**src/rtl/alu_muldiv_seq.sv**
```systemverilog
// Sequencer in front of the iterative mul/div unit: signed div/mod via magnitudes + result fixup, zero-divisor bypass.
// Latency: accept to o_valid = 2 + (cycles i_u_busy high) + 1; zero-divisor bypass = 1 cycle.
// Backpressure: o_ready only in IDLE; result held in DONE until i_ready; i_flush kills any operation.
//
// Ports:
//   i_clk, i_rst_n               clock, asynchronous active-low reset
//   i_valid/o_ready, i_a, i_b    request handshake and operands
//   i_op                         0 MUL, 1 DIVU, 2 MODU, 3 DIV, 4 MOD, 5-7 MUL
//   o_valid/i_ready, o_d         registered result handshake to writeback
//   i_flush                      kills pending or in-flight operation
//   o_u_a, o_u_b, o_u_mul/div/mod, o_u_submit, o_u_flush   unit operand/control lines
//   i_u_busy, i_u_d              unit status and result
module alu_muldiv_seq #(
    parameter int RW       = 16,
    parameter bit ZDIV_BYP = 1'b1
) (
    input  logic          i_clk,
    input  logic          i_rst_n,
    input  logic          i_valid,
    output logic          o_ready,
    input  logic [RW-1:0] i_a,
    input  logic [RW-1:0] i_b,
    input  logic [2:0]    i_op,
    output logic          o_valid,
    input  logic          i_ready,
    output logic [RW-1:0] o_d,
    input  logic          i_flush,
    output logic [RW-1:0] o_u_a,
    output logic [RW-1:0] o_u_b,
    output logic          o_u_mul,
    output logic          o_u_div,
    output logic          o_u_mod,
    output logic          o_u_submit,
    output logic          o_u_flush,
    input  logic          i_u_busy,
    input  logic [RW-1:0] i_u_d
);

    typedef enum logic [1:0] {
        S_IDLE  = 2'd0,
        S_ISSUE = 2'd1,
        S_WAIT  = 2'd2,
        S_DONE  = 2'd3
    } state_t;

    // Two's complement negate, wraps mod 2^RW (so the most negative value maps to itself).
    function automatic logic [RW-1:0] neg2(input logic [RW-1:0] x);
        return {RW{1'b0}} - x;
    endfunction

    state_t        state_q, state_d;
    logic          sa_q, sa_d;          // dividend sign (signed ops only)
    logic          sb_q, sb_d;          // divisor sign (signed ops only)
    logic          valid_q, valid_d;
    logic [RW-1:0] d_q, d_d;
    logic [RW-1:0] ua_q, ua_d;
    logic [RW-1:0] ub_q, ub_d;
    logic          mul_q, mul_d;
    logic          div_q, div_d;
    logic          mod_q, mod_d;
    logic          submit_q, submit_d;

    // Request decode
    logic          req_div, req_mod, req_mul, req_sgn, b_zero;
    logic [RW-1:0] a_mag, b_mag;
    logic          res_neg;
    logic [RW-1:0] res_fix;

    always_comb begin
        req_div = (i_op == 3'd1) || (i_op == 3'd3);
        req_mod = (i_op == 3'd2) || (i_op == 3'd4);
        req_mul = !(req_div || req_mod);
        req_sgn = (i_op == 3'd3) || (i_op == 3'd4);
        b_zero  = (i_b == {RW{1'b0}});
        a_mag   = (req_sgn && i_a[RW-1]) ? neg2(i_a) : i_a;
        b_mag   = (req_sgn && i_b[RW-1]) ? neg2(i_b) : i_b;
    end

    // Quotient sign follows sa^sb; remainder sign follows the dividend.
    always_comb begin
        res_neg = (div_q && (sa_q ^ sb_q)) || (mod_q && sa_q);
        res_fix = res_neg ? neg2(i_u_d) : i_u_d;
    end

    assign o_ready   = (state_q == S_IDLE) && !i_flush;
    assign o_u_flush = i_flush;

    always_comb begin
        state_d  = state_q;
        sa_d     = sa_q;
        sb_d     = sb_q;
        valid_d  = valid_q;
        d_d      = d_q;
        ua_d     = ua_q;
        ub_d     = ub_q;
        mul_d    = mul_q;
        div_d    = div_q;
        mod_d    = mod_q;
        submit_d = submit_q;

        if (i_flush) begin
            // Operands stay as they were; only the op selects and handshakes are dropped.
            state_d  = S_IDLE;
            valid_d  = 1'b0;
            submit_d = 1'b0;
            mul_d    = 1'b0;
            div_d    = 1'b0;
            mod_d    = 1'b0;
        end else begin
            case (state_q)
                S_IDLE: begin
                    if (i_valid) begin
                        sa_d  = req_sgn && i_a[RW-1];
                        sb_d  = req_sgn && i_b[RW-1];
                        ua_d  = a_mag;
                        ub_d  = b_mag;
                        mul_d = req_mul;
                        div_d = req_div;
                        mod_d = req_mod;
                        if (ZDIV_BYP && (req_div || req_mod) && b_zero) begin
                            // Divide by zero: all-ones quotient, raw dividend as remainder.
                            state_d = S_DONE;
                            valid_d = 1'b1;
                            d_d     = req_div ? {RW{1'b1}} : i_a;
                        end else begin
                            state_d  = S_ISSUE;
                            submit_d = 1'b1;
                        end
                    end
                end
                S_ISSUE: begin
                    submit_d = 1'b0;
                    state_d  = S_WAIT;
                end
                S_WAIT: begin
                    if (!i_u_busy) begin
                        d_d     = res_fix;
                        valid_d = 1'b1;
                        state_d = S_DONE;
                    end
                end
                S_DONE: begin
                    if (i_ready) begin
                        valid_d = 1'b0;
                        mul_d   = 1'b0;
                        div_d   = 1'b0;
                        mod_d   = 1'b0;
                        state_d = S_IDLE;
                    end
                end
                default: begin
                    state_d = S_IDLE;
                end
            endcase
        end
    end

    always_ff @(posedge i_clk or negedge i_rst_n) begin
        if (!i_rst_n) begin
            state_q  <= S_IDLE;
            sa_q     <= 1'b0;
            sb_q     <= 1'b0;
            valid_q  <= 1'b0;
            d_q      <= {RW{1'b0}};
            ua_q     <= {RW{1'b0}};
            ub_q     <= {RW{1'b0}};
            mul_q    <= 1'b0;
            div_q    <= 1'b0;
            mod_q    <= 1'b0;
            submit_q <= 1'b0;
        end else begin
            state_q  <= state_d;
            sa_q     <= sa_d;
            sb_q     <= sb_d;
            valid_q  <= valid_d;
            d_q      <= d_d;
            ua_q     <= ua_d;
            ub_q     <= ub_d;
            mul_q    <= mul_d;
            div_q    <= div_d;
            mod_q    <= mod_d;
            submit_q <= submit_d;
        end
    end

    assign o_valid    = valid_q;
    assign o_d        = d_q;
    assign o_u_a      = ua_q;
    assign o_u_b      = ub_q;
    assign o_u_mul    = mul_q;
    assign o_u_div    = div_q;
    assign o_u_mod    = mod_q;
    assign o_u_submit = submit_q;

endmodule

```
**config.mk**
```make
export PLATFORM = sky130hd
export DESIGN_NAME = alu_muldiv_seq
export DESIGN_NICKNAME = d
export VERILOG_FILES = /design/src/rtl/alu_muldiv_seq.sv
export SDC_FILE = /design/constraint.sdc
export NUM_CORES = 1
export LEC_CHECK = 0
export CAP_MARGIN = 20
export CORE_UTILIZATION = 47
export DETAILED_ROUTE_END_ITERATION = 16
export PLACE_DENSITY = 0.84
export SLEW_MARGIN = 10
export SYNTH_ARGS = -nofsm -noshare
export SYNTH_HDL_FRONTEND = slang
export SYNTH_SLANG_ARGS = --single-unit
```
**constraint.sdc**
```tcl
create_clock -name i_clk -period 2.4 [get_ports i_clk]
set_input_delay 0.48 -clock i_clk [delete_from_list [all_inputs] [get_ports i_clk]]
set_output_delay 0.48 -clock i_clk [all_outputs]
set_load 0.01 [all_outputs]
```
==> results of run 1 <==
[per-layer routing]
layer | vias up | track usage | share of wire
li1 | 1692 | - | -
met1 | 1682 | 0.336 | 0.40
met2 | 156 | 0.482 | 0.50
met3 | 38 | 0.0603 | 0.065
met4 | 0 | 0.132 | 0.038
met5 | - | 0 | 0
[sequential cells by signal (all words and copies together), names as in the netlist]
name        count
o_u_submit      1
o_u_a          16
state_q         2
o_u_mul         1
o_u_mod         1
o_u_div         1
o_valid         1
sb_q            1
o_d            16
o_u_b          16
sa_q            1
[area by class of cell]
type,instances,area (um^2),area share
clock buffers,10,138,0.0258
clock inverters,6,105,0.0197
inverters,16,60.1,0.0113
multi-input cells,298,1920,0.359
flip-flops and latches,57,1430,0.267
well taps,99,124,0.0232
repair buffers,169,1570,0.294
[path summary, 6_finish.rpt]
kind / start / to / cells after the start
min reg2reg: o_u_a[6] / o_u_a[6] / 2
max in group asynchronous: i_rst_n / o_u_mul / 2
min: i_rst_n / o_u_b[9] / 1
min in group i_clk: o_u_a[6] / o_u_a[6] / 2
max reg2reg: state_q[0] / o_d[12] / 7
max: i_u_d[0] / o_d[10] / 9
[power by group through the flow]
| stage | Sequential (uW) | Clock, uW | Combinational, uW |
|---|---|---|---|
| 2_1_floorplan | 1830 | 0 | 884 |
| 3_3_place_gp | 1670 | 0 | 2290 |
| 3_5_place_dp | 1680 | 0 | 2360 |
| 4_1_cts | 1670 | 1120 | 2390 |
| 5_1_grt | 1720 | 1170 | 2580 |
| 6_report | 1670 | 1120 | 2380 |
[cell usage in the layout, fill, tap and decap left out, types with 6 or more instances in the layout]
cell                                n
sky130_fd_sc_hd__clkbuf_8          10
sky130_fd_sc_hd__o31ai_1            7
sky130_fd_sc_hd__nor2_1            33
sky130_fd_sc_hd__clkdlybuf4s50_1  108
sky130_fd_sc_hd__o21ai_0           44
sky130_fd_sc_hd__o41ai_1            6
sky130_fd_sc_hd__nand2_1           53
sky130_fd_sc_hd__xnor2_1           18
sky130_fd_sc_hd__a21oi_1           30
sky130_fd_sc_hd__nor3_1             7
sky130_fd_sc_hd__inv_1             16
sky130_fd_sc_hd__buf_4             56
sky130_fd_sc_hd__dfrtp_1           57
sky130_fd_sc_hd__mux2_4             8
sky130_fd_sc_hd__ha_1               6
sky130_fd_sc_hd__xor2_1            24
[metrics by stage]
| step | worst slack [ns] | cell area [um^2] |
|---|---|---|
| 6_report | 0.120 | 5340 |
| 5_1_grt | -0.00132 | 5340 |
| 4_1_cts | 0.0231 | 5320 |
| 3_5_place_dp | -0.326 | 5070 |
| 3_3_place_gp | -0.219 | 5070 |
| 2_1_floorplan | 0.268 | 3480 |
[cells by family (layout without fill, tap and decap cells)]
| logic type | after synthesis | count (layout) | synth area share |
|---|---|---|---|
| AND/OR/NAND/NOR | 129 | 129 | 0.181 |
| multiplexers | 13 | 13 | 0.0496 |
| adder cells (fa/ha/maj) | 7 | 7 | 0.0252 |
| AO/OA/AOI/OAI | 107 | 107 | 0.184 |
| buffers and inverters | 34 | 201 | 0.0453 |
| flip-flops | 57 | 57 | 0.410 |
| XOR/XNOR | 42 | 42 | 0.106 |
[what timing repair did]
action | in CTS | in global routing
pin swaps | 0 | 2
gates resized for setup | 3 | 3
hold buffers | 0 | 0
endpoints found under the hold margin | 0 | 0
endpoints found under the setup margin | 1 | 2
==> PnR_summary.wiki, run 1 <==
{| class="wikitable"
! Metric !! Value
|-
| Run status || completed
|-
| Gp weighted congestion || 0.885
|-
| Number of library cell types mapped by synthesis || 45
|-
| Maximum ir drop on the vdd rail || 0.654 mV
|-
| Clock tree root buffer cell || sky130_fd_sc_hd__clkbuf_8
|-
| Post-CTS setup buffer count || 0
|-
| Data required time of the critical path || 2.63 ns
|-
| Final Critical Period || 2.28 ns
|-
| Final worst-path cycle share || 0.950
|-
| Gate power share || 0.460
|-
| Number of nets still failing antenna checks after routing || 0
|-
| Number of synthesized register bits || 57
|-
| Maximum number of pins on one net before global-route repair || 51
|-
| Crit. End Element || register
|-
| First-pass GRT wire length || 16500 um
|-
| Number of vias after detailed routing || 3568
|-
| Setup TNS after final layout || 0 ns
|-
| Cell type contributing the most total cell area after synthesis || sky130_fd_sc_hd__dfrtp_1
|-
| Post-synthesis async set-or-reset flop share || 1.00
|-
| Switching portion of total power || 0.340
|-
| Worst Max-Slew Pin Slew || 0.559 ns
|-
| P per Cell Area || 969 mW/mm^2
|-
| Synth warn || 0
|-
| Critical path buffers and inverters || 2
|-
| Commonest cells post-synth || sky130_fd_sc_hd__dfrtp_1 (57), sky130_fd_sc_hd__nand2_1 (54), sky130_fd_sc_hd__o21ai_0 (44), sky130_fd_sc_hd__nor2_1 (34), sky130_fd_sc_hd__a21oi_1 (30)
|-
| Initial Utilization || 0.482
|-
| Worst slew margin relative to its limit || 0.626
|-
| CP dominant cell by count || sky130_fd_sc_hd__a21oi_1
|-
| Reg2reg setup slack || 0.31 ns
|-
| Clock network fraction of total power || 0.217
|-
| Number of standard cells in the final layout excluding fillers || 655
|-
| Mean Syn Cell Area || 8.94 um^2
|-
| Max-slew violation total from the final report || 0
|-
| Sum of routed wire length over all layers || 10300 um
|-
| Level count of the clock H-tree || 3
|-
| Number of global-route vias before repair || 3589
|-
| Post-route DRC || 0
|-
| Initial antenna violation count || 0
|-
| Clock Skew || 0.00924 ns
|-
| Cell types occupying the most area after synthesis || sky130_fd_sc_hd__dfrtp_1 (41%), sky130_fd_sc_hd__o21ai_0 (6.3%), sky130_fd_sc_hd__xor2_1 (6.0%), sky130_fd_sc_hd__nand2_1 (5.8%), sky130_fd_sc_hd__xnor2_1 (4.5%)
|-
| Maximum capacitance violations || 0
|-
| Net count after synthesis || 453
|-
| Leakage dissipation || 0.00228 uW
|-
| Top-area cell type share of the netlist area || 0.410
|-
| Synthesized area || 0.00348 mm^2
|-
| Fill cell instance count of the final layout || 514
|-
| Setup-failing EPs final || 0
|-
| Net count reported at finish || 615
|-
| Number of flops mapped to enable cells by yosys || 0
|-
| Maximum fanout count along the critical path || 5
|-
| CP peak stage delay || 0.52 ns
|-
| Number of search-and-repair iterations in the first detailed-routing pass || 4
|-
| Count of standard-cell rows || 31
|-
| Detailed-route wire length per cell || 15.8 um
|-
| Total net switching power || 1760 uW
|-
| Leading cell type by number of instances after synthesis || sky130_fd_sc_hd__dfrtp_1
|-
| Upper clock frequency limit || 439 MHz
|-
| Gr usage total || 0.281
|-
| CTS sink count || 57
|-
| Ratio of routed vias to standard cells || 5.45
|-
| TritonCTS clock tree || done
|-
| Vert. Die Dim || 88.0 um
|-
| Final Hold Violating Endpoints || 0
|-
| Port Buffer Count || 111
|-
| Core area || 0.00721 mm^2
|-
| Top delay family on crit path || simple AND/OR/NAND/NOR gates
|-
| Core utilization of the finished layout || 0.740
|-
| Worst-case clock buffer depth || 2
|-
| Placed Cells || 639
|-
| Area Overhead vs Synth || 53.4%
|-
| Final hold slack || 0.0905 ns
|-
| Fraction of layout cells with a size suffix above 1 || 0.182
|-
| Die Wd || 88.0 um
|-
| Post-synthesis sequential area ratio || 0.410
|-
| Die outline area || 0.00775 mm^2
|-
| Overall power of the completed layout || 5170 uW
|-
| Internal power of the cells || 3410 uW
|-
| Dominant register cell in the synthesized netlist || sky130_fd_sc_hd__dfrtp_1
|-
| Detailed Place HPWL || 7800 um
|-
| Mapped Cells || 389
|-
| Total gr overflow || 0
|-
| Startpoint type of the worst setup path || input pin
|-
| Classification of the worst-slack hold path || in2async
|-
| Cts bufs inserted || 9
|-
| DR iter-0 viols || 287
|-
| Arrival time of the worst setup path || 2.51 ns
|-
| Clock transition at the register clock pins on the worst setup and hold paths after CTS || 0.07 ns
|-
| Sequential cell fraction of total power || 0.323
|-
| Antenna cell count || 0
|-
| Worst-skew pair later-pin latency || 0.34 ns
|-
| Highest-delay cell along the critical path || sky130_fd_sc_hd__or4b_4
|-
| Critical path class || in2reg
|-
| Chain of cells forming the critical path || clkdlybuf4s50_1 -> inv_1 -> ha_1 -> or4b_4 -> nor4_2 -> a21oi_1 -> xnor2_1 -> a21oi_1 -> mux2_2
|-
| Number of top-level pins || 112
|}
No activity file was read; power rests on OpenSTA's default activity.
==> run 2: changes to the inputs <==
--- a/config.mk
+++ b/config.mk
@@ -9,6 +9,7 @@
 export CORE_UTILIZATION = 47
 export DETAILED_ROUTE_END_ITERATION = 16
 export PLACE_DENSITY = 0.84
+export SKIP_CTS_REPAIR_TIMING = 1
 export SLEW_MARGIN = 10
 export SYNTH_ARGS = -nofsm -noshare
 export SYNTH_HDL_FRONTEND = slang
==> PnR_summary.wiki, run 2 (synthesis results as in run 1) <==
{| class="wikitable"
! Metric !! Value
|-
| Run status || completed
|-
| Most common cell after layout, fill and taps aside || sky130_fd_sc_hd__clkdlybuf4s50_1
|-
| Total gr overflow || 0
|-
| Antenna cell count || 0
|-
| Critical Path Stages || 9
|-
| Number of top-level pins || 112
|-
| First-pass GRT wire length || 16500 um
|-
| Port Buffer Count || 111
|-
| DR iter-0 viols || 280
|-
| Final Critical Period || 2.28 ns
|-
| Area Overhead vs Synth || 53.9%
|-
| Detailed-route wire length per cell || 15.8 um
|-
| Number of vias after detailed routing || 3595
|-
| Total cell area at the placement stage || 0.00507 mm^2
|-
| Number of nets still failing antenna checks after routing || 0
|-
| Core utilization of the finished layout || 0.742
|-
| Initial Utilization || 0.482
|-
| Initial antenna violation count || 0
|-
| Post-route DRC || 0
|-
| Crit. End Element || register
|-
| Upper clock frequency limit || 438 MHz
|-
| Number of search-and-repair iterations in the first detailed-routing pass || 5
|-
| Max-slew violation total from the final report || 0
|-
| Arrival time of the worst setup path || 2.54 ns
|-
| Maximum capacitance violations || 0
|-
| Maximum ir drop on the vdd rail || 0.653 mV
|-
| Classification of the worst-slack hold path || in2async
|-
| Final worst-path cycle share || 0.951
|-
| R2r worst-path depth || 9
|-
| Maximum number of pins on one net before global-route repair || 51
|-
| Final Hold Violating Endpoints || 0
|-
| Chain of cells forming the critical path || clkdlybuf4s50_1 -> or4_4 -> nor3_2 -> nand3_4 -> o21ai_4 -> buf_12 -> buf_4 -> o21ai_1 -> o22ai_1
|-
| CTS sink count || 57
|-
| Clock tree root buffer cell || sky130_fd_sc_hd__clkbuf_8
|-
| Clock transition at the register clock pins on the worst setup and hold paths after CTS || 0.07 ns
|-
| Top delay family on crit path || simple AND/OR/NAND/NOR gates
|-
| TritonCTS clock tree || done
|-
| Core area || 0.00721 mm^2
|-
| Gp weighted congestion || 0.885
|-
| Cts bufs inserted || 9
|-
| Count of standard-cell rows || 31
|-
| Net count reported at finish || 615
|-
| Final hold slack || 0.0889 ns
|-
| Vert. Die Dim || 88.0 um
|-
| Overall power of the completed layout || 5180 uW
|-
| Fraction of layout cells with a size suffix above 1 || 0.183
|-
| Highest-delay cell along the critical path || sky130_fd_sc_hd__or4_4
|-
| Worst Max-Slew Pin Slew || 0.534 ns
|-
| Critical path buffers and inverters || 3
|-
| Number of global-route vias before repair || 3589
|-
| Sum of routed wire length over all layers || 10400 um
|-
| Area of all placed cells without fillers || 0.00535 mm^2
|-
| Ratio of routed vias to standard cells || 5.49
|-
| Maximum fanout count along the critical path || 14
|-
| Worst-skew pair later-pin latency || 0.34 ns
|-
| Die outline area || 0.00775 mm^2
|-
| RSZ-0062 raised after global routing || no
|-
| Setup TNS after final layout || 0 ns
|-
| Leakage dissipation || 0.00231 uW
|-
| Clock Skew || 0.00911 ns
|-
| Data required time of the critical path || 2.65 ns
|-
| Level count of the clock H-tree || 3
|-
| Gr usage total || 0.281
|-
| Startpoint type of the worst setup path || input pin
|-
| CP peak stage delay || 0.55 ns
|-
| Die Wd || 88.0 um
|-
| P per Cell Area || 967 mW/mm^2
|-
| Worst-case clock buffer depth || 2
|-
| Critical path class || in2reg
|-
| Setup-failing EPs final || 0
|-
| Detailed Place HPWL || 7800 um
|-
| Worst slew margin relative to its limit || 0.643
|-
| Highest-count cells in the layout ignoring fill and taps || sky130_fd_sc_hd__clkdlybuf4s50_1 (107), sky130_fd_sc_hd__dfrtp_1 (57), sky130_fd_sc_hd__buf_4 (56)
|}
-- run 2: cell count changes in the layout (fill, tap and decap cells not counted) --
cell,change
sky130_fd_sc_hd__dlymetal6s2s_1,+2
sky130_fd_sc_hd__clkdlybuf4s50_1,-1
sky130_fd_sc_hd__dlygate4sd2_1,-1
sky130_fd_sc_hd__ha_1,-1
sky130_fd_sc_hd__ha_2,+1
sky130_fd_sc_hd__nor4_2,-1
sky130_fd_sc_hd__nor4_4,+1
-- run 2: metal layers --
| metal | GRT usage | part of all wire | vias up | routed length, um |
|---|---|---|---|---|
| li1 | - | - | 1695 | - |
| met5 | 0 | 0 | - | 0 |
| met2 | 0.482 | 0.50 | 153 | 5190 |
| met1 | 0.336 | 0.40 | 1709 | 4170 |
| met4 | 0.132 | 0.037 | 0 | 387 |
| met3 | 0.0603 | 0.060 | 38 | 623 |
-- run 2: final timing paths --
kind	startpoint	end	slack (ns)
min in group i_clk	o_u_a[6]	o_u_a[6]	0.48
max in group asynchronous	i_rst_n	o_u_b[10]	1.66
worst min-delay path	i_rst_n	o_u_b[9]	0.09
worst min register to register	o_u_a[6]	o_u_a[6]	0.48
worst max-delay path	i_b[12]	o_d[14]	0.12
worst max register to register	state_q[0]	o_d[14]	0.29
-- run 2: area by class of cell --
| type | instances | area, um^2 |
|---|---|---|
| fillers | 510 | 1860 |
| flip-flops and latches | 57 | 1430 |
| well taps | 99 | 124 |
| inverters | 16 | 60.1 |
| multi-input cells | 298 | 1930 |
| clock inverters | 6 | 105 |
| clock buffers | 10 | 138 |
| repair buffers | 169 | 1570 |
-- run 2: stage by stage --
step	setup WS [ns]	std cells
6_report	0.117	655
5_1_grt	0.0410	655
4_1_cts	-0.161	655
3_5_place_dp	-0.326	639
3_3_place_gp	-0.219	639
2_1_floorplan	0.268	389
-- run 2: report_power, final --
part | total [uW] | switching, uW | internal (uW) | leakage [uW]
clock | 1120 | 410 | 713 | 0.000126
combinational | 2390 | 1080 | 1300 | 0.00147
sequential | 1670 | 269 | 1400 | 0.000710
total | 5180 | 1760 | 3420 | 0.00231
